$ cat config.mk
export PLATFORM = sky130hd
export DESIGN_NAME = cic_interpolator
export DESIGN_NICKNAME = d
export VERILOG_FILES = /design/src/rtl/cic_interpolator.sv
export SDC_FILE = /design/constraint.sdc
export NUM_CORES = 2
export LEC_CHECK = 0
export ABC_CLOCK_PERIOD_IN_PS = 4900
export CAP_MARGIN = 25
export CORE_MARGIN = 1
export CORE_UTILIZATION = 54
export CTS_BUF_LIST = sky130_fd_sc_hd__clkbuf_8
export CTS_CLUSTER_DIAMETER = 150
export DETAILED_ROUTE_END_ITERATION = 16
export PLACE_DENSITY = 0.72
export SLEW_MARGIN = 40
export SYNTH_ARGS = -nofsm -noshare
export SYNTH_HDL_FRONTEND = slang
export SYNTH_SLANG_ARGS = --single-unit
$ cat constraint.sdc
create_clock -name clk -period 4.9 [get_ports clk]
set_clock_uncertainty 0.1 [all_clocks]
set_input_delay 0.49 -clock clk [delete_from_list [all_inputs] [get_ports clk]]
set_output_delay 0.49 -clock clk [all_outputs]
set_load 0.02 [all_outputs]
$ cat src/rtl/cic_interpolator.sv
// cic_interpolator: 5-stage CIC interpolator with runtime ratio, output shift and saturation.
// Define CIC_INTERP_HOLD_EN for sample-and-hold insertion instead of zero-stuffing.
module cic_interpolator #(
    parameter int IN_WIDTH  = 8,
    parameter int OUT_WIDTH = 8,
    parameter int ACC_WIDTH = 64
) (
    input  logic                        clk,
    input  logic                        rst,
    input  logic [15:0]                 interp_ratio,
    input  logic [6:0]                  out_shift,
    input  logic signed [IN_WIDTH-1:0]  d_in,
    output logic                        d_req,
    output logic                        d_clk,
    output logic signed [OUT_WIDTH-1:0] d_out
);
    localparam int N = 5;
    localparam logic signed [ACC_WIDTH-1:0] SAT_HI = {{(ACC_WIDTH-OUT_WIDTH+1){1'b0}}, {(OUT_WIDTH-1){1'b1}}};
    localparam logic signed [ACC_WIDTH-1:0] SAT_LO = ~SAT_HI;

    logic [15:0] count, reff;
    logic signed [ACC_WIDTH-1:0] din_ext, u, shifted;
    logic signed [ACC_WIDTH-1:0] dly [N];
    logic signed [ACC_WIDTH-1:0] comb [N];
    logic signed [ACC_WIDTH-1:0] integ [N];

    assign reff    = (interp_ratio == 16'd0) ? 16'd1 : interp_ratio;
    assign d_req   = (count == 16'd0) && !rst;
    assign din_ext = ACC_WIDTH'(d_in);

    // >= lets a ratio decrease wrap at once instead of running to 65535
    always_ff @(posedge clk) begin
        if (rst) begin
            count <= '0;
            d_clk <= 1'b0;
        end else begin
            count <= (count >= reff - 16'd1) ? '0 : count + 16'd1;
            d_clk <= (reff == 16'd1) || (count < (reff >> 1));
        end
    end

    always_ff @(posedge clk) begin
        if (rst) begin
            dly  <= '{default: '0};
            comb <= '{default: '0};
        end else if (d_req) begin
            dly[0]  <= din_ext;
            comb[0] <= din_ext - dly[0];
            for (int k = 1; k < N; k++) begin
                dly[k]  <= comb[k-1];
                comb[k] <= comb[k-1] - dly[k];
            end
        end
    end

`ifdef CIC_INTERP_HOLD_EN
    assign u = comb[N-1];
`else
    // each new comb output enters the integrators exactly once
    logic v_int;
    always_ff @(posedge clk) v_int <= rst ? 1'b0 : d_req;
    assign u = v_int ? comb[N-1] : '0;
`endif

    always_ff @(posedge clk) begin
        if (rst) begin
            integ <= '{default: '0};
        end else begin
            integ[0] <= integ[0] + u;
            for (int k = 1; k < N; k++) integ[k] <= integ[k] + integ[k-1];
        end
    end

    assign shifted = (32'(out_shift) >= ACC_WIDTH) ? $signed({ACC_WIDTH{integ[N-1][ACC_WIDTH-1]}})
                                                   : integ[N-1] >>> out_shift;

    always_ff @(posedge clk) begin
        if (rst) d_out <= '0;
        else d_out <= (shifted > SAT_HI) ? SAT_HI[OUT_WIDTH-1:0] :
                      (shifted < SAT_LO) ? SAT_LO[OUT_WIDTH-1:0] : shifted[OUT_WIDTH-1:0];
    end
endmodule
**After elaboration in Yosys (flattened, before gate mapping)**

Cells that the tools add are included.
Widths: inputs -> output; s select.

- Register bits after elaboration: 930

- Equality and inequality tests: 1
- Magnitude comparators: 5
- Reduce and logical (&&, ||, !) cells: 7
- Shifts and indexed selects: 1
- Muxes and demuxes: 5
- $add $sub $neg: 12

Operators by type and width:

| cell | count |
|---|---|
| $add 64x64->64 | 5 |
| $sub 64x64->64 | 4 |
| $mux 64 | 2 |
| $gt 64x8->1 const B | 1 |
| $lt 64x8->1 const B | 1 |
| $sshr 64x7->64 | 1 |
| $logic_not 16->1 | 2 |
| $add 16x1->16 const B | 1 |
| $eq 16x1->1 const B | 1 |
| $ge 16x16->1 | 1 |
| $lt 16x15->1 | 1 |
| $mux 16 | 1 |
| $sub 16x1->16 const B | 1 |
| $sub 8x8->9 | 1 |
| $mux 8 | 1 |
| $ge 7x7->1 const B | 1 |
| $mux 7 | 1 |
| $reduce_or 2->1 | 2 |
| $logic_and 1x1->1 | 1 |
| $logic_not 1->1 | 1 |
| $logic_or 1x1->1 | 1 |

**Longest topological paths before layout**

- Depth in word-level cells: 5
- Gate-level depth with buffers: 20
- Depth with buffers taken out: 19

**Least setup slack after synthesis**

OpenSTA, ideal clock, no wires.

- Kind: register to register
- Start point: register v_int
- End point: register integ[318] (netlist bit)
- Arrival time: 3.803 ns
- Cell stages (with the launch flop): 16
- Slack: 0.876 ns
- Data required time: 4.679 ns
- Cell sequence: dfxtp_1 clkbuf_1 clkbuf_1 and2_1 ha_1 a21o_1 a21oi_1 o21bai_1 a21o_1 a2111oi_0 o221ai_1 o41a_1 a31oi_1 o21bai_1 a311oi_1 mux2_2

- Longest elaborated chain between the ends: 2

RTL lines:

| element | RTL line | source |
|---|---|---|
| start: declaration | 60 | `logic v_int;` |
| start signal: assignment | 61 | `always_ff @(posedge clk) v_int <= rst ? 1'b0 : d_req;` |
| $mux 64 | 62 | `assign u = v_int ? comb[N-1] : '0;` |
| $add 64x64->64 | 69 | `integ[0] <= integ[0] + u;` |
| end: declaration | 25 | `logic signed [ACC_WIDTH-1:0] integ [N];` |

No other way between the ends.
A chain may end at the register's enable or synchronous reset.

**Worst setup path after layout**

Same ends and word-level chain as after synthesis.

==> metrics.yaml <==
synth_most_common_cell: "nand2_1"
synth_ff_type: "dfxtp_1"
cts.sinks: 798
antenna_found_initial: 1
netlist_top_cells_count: "nand2_1, a21oi_1, dfxtp_1, nor2_1, ha_1"
finalSetupViolCount: 0
rsz0062_at_grt: "false"
place.port_buffers: 42
synth_area_mm2: 0.0608
use_met2_pct: 49.2
worstSetupPathType: "reg2reg"
powerDensity_mw_per_mm2: 456
cts_buffers: 145
dp_hpwl_um: 122000
place_inst: 9099
cts_tree: "done"
grt_usage_pct: 27.7
p_leak_uw: 0.0281
status: "finished, final reports clean"
clk_latency_ns: 0.85
io_pins: 43
synth_edf_count: 0
clockBufferDepth: 3
place_congestion: 1.00
n_fill_cell: 10400
utilization_pct: 58.9
met1_usage_pct: 32.6
htree_levels: 4
min_path_type: "in2reg"
grt_pass1_vias: 52600
synth_top_area_share_pct: 26.3
yosys_warnings: 0
cp.required_ns: 5.51
post_cts_buffers: 0
period_share_pct: 90.7
cp.arrival_ns: 5.05
vdd_drop_max_mv: 0.329
syn2layout_area_growth_pct: 7.70
vias: 54700
nNetsFinal: 8378
async_flop_share_pct: 0
layout_min_cycle_time_ns: 4.44
cts_root_buf: "clkbuf_8"
first_pass_iters: 6
grt_pass1_wl_um: 262000
synth.avg_cell_area_um2: 7.73
fp.dieH_um: 338
synth_area_leaders: "dfxtp_1, ha_1, a21oi_1"
cap_violations: 0
avgViaCountPerCell: 5.85
synth-seq-cells: 798
ys_seq_area_share_pct: 26.3
synth_top_area_cell: "dfxtp_1"
final_cells: 9361
synth_cells: 7864
gr-max-usage-layer: "met2"
fin_setup_tns_ns: 0
wl_per_cell_um: 17.1
tightest_slew_ns: 0.843
clock.fmax_mhz: 225
route.antenna.remaining_nets: 0
hold_viol_final: 0
end_kind: "flip-flop"
place_ws_ns: 0.165
startpoint_type: "flip-flop"
routed_wirelength_um: 160000
use_met3_pct: 3.50
slew_headroom_pct: 43.8
ys_types: 94
die_w_um: 338
grt_max_degree: 180
worstPathMaxFanout: 24
drc_errors: 0
synth_nets: 8482
grt_overflow: 0
final-max-slew-violation-count: 0
drt-initial-drc-count: 3496
die_area_mm2: 0.114
worst_slack_ns: 0.458
clk_pin_slew_ns: 0.06
placementRows: 122
drive_gt1_share_pct: 6.52
initial_core_util_pct: 54.7
core_mm2: 0.111
rrSetupSlack_ns: 0.46
## flip-flops by register name (all words and copies together), names as in the netlist
name / count
v_int: 1
d_out: 8
count: 16
integ: 320
d_clk: 1
dly: 198
comb: 254
## final timing paths
| path | start | to | cells past startpoint |
|---|---|---|---|
| min | d_in[0] | dly[256] | 3 |
| max reg2reg | v_int | integ[318] | 14 |
| min reg2reg | comb[16] | comb[16] | 2 |
| max | v_int | integ[318] | 14 |
## through the flow
step                hold slack, ns  total power (µW)  cell area (µm²)
finish                       0.125             29900            65500
global route                 0.119             32100            65500
CTS                         0.0379             29900            65500
detailed placement           0.336             23100            62400
global placement             0.325             22900            62400
floorplan                    0.317             19700            60800
## critical path: stages, from the launching register on
cell and delay [ns]:
dfxtp_2 0.52, buf_4 0.23, and2_1 0.14, ha_1 0.26, nor2b_1 0.17, o31a_1 0.26
o2111ai_1 0.28, a31oi_1 0.21, nor2_1 0.32, o221ai_1 0.26, o41a_1 0.42, a31oi_1 0.28
o21bai_1 0.15, a311oi_1 0.34, mux2_2 0.37
## logic make-up (layout without fill, tap and decap cells)
group | Yosys count | after routing | synth area share (%)
muxes | 205 | 205 | 4.97
other | 0 | 1 | 0
adders and majority gates | 585 | 585 | 12.5
DFF | 798 | 798 | 26.3
buffers and inverters | 762 | 770 | 4.96
xor gates and xnor gates | 480 | 480 | 6.92
and+or+nand+nor | 2643 | 2643 | 19.8
AOI/OAI and AO/OA | 2391 | 2391 | 24.5
## layer usage
layer	vias up	share of wire, %
li1	27900	-
met1	25000	43
met2	1355	49
met3	460	3.9
met4	0	4.7
met5	-	0
## power by group
group	internal, µW	switching, µW	total (µW)	leakage (µW)
Clock	3700	2960	6660	0.00174
Sequential	7580	980	8560	0.00649
Combinational	6260	8400	14700	0.0199
## cell type report
type | count | area, µm² | area share (%)
inverter | 360 | 1360 | 2.08
clock inverter | 85 | 699 | 1.07
tap | 1488 | 1860 | 2.84
multi-input combinational | 6304 | 41800 | 63.9
timing repair buffer | 151 | 1360 | 2.08
antenna | 1 | 2.50 | 0.00382
clock buffer | 174 | 2390 | 3.66
sequential | 798 | 16000 | 24.4
## what timing repair did
| action | in CTS | in global routing |
|---|---|---|
| setup endpoints to repair | 0 | 3 |
| resized for setup | 0 | 1 |
| hold buffers | 1 | 0 |
| endpoints found under the hold margin | 36 | 0 |
## cells in the final DEF (no fill, tap or decap), types with 86 or more instances in the layout
| master | netlist | final |
|---|---|---|
| a211oi_1 | 88 | 88 |
| a21o_1 | 331 | 331 |
| a21oi_1 | 915 | 915 |
| and2_1 | 113 | 113 |
| buf_4 | 5 | 98 |
| clkbuf_8 | 0 | 174 |
| dfxtp_1 | 798 | 796 |
| ha_1 | 544 | 544 |
| inv_1 | 356 | 398 |
| nand2_1 | 1076 | 1076 |
| nand3_1 | 140 | 140 |
| nand4_1 | 115 | 115 |
| nor2_1 | 660 | 659 |
| nor2b_1 | 104 | 104 |
| nor3_1 | 119 | 119 |
| o21a_1 | 86 | 86 |
| o21ai_0 | 426 | 426 |
| o21bai_1 | 92 | 92 |
| xnor2_1 | 272 | 272 |
| xor2_1 | 208 | 208 |
(Power assumes the default switching activity.)
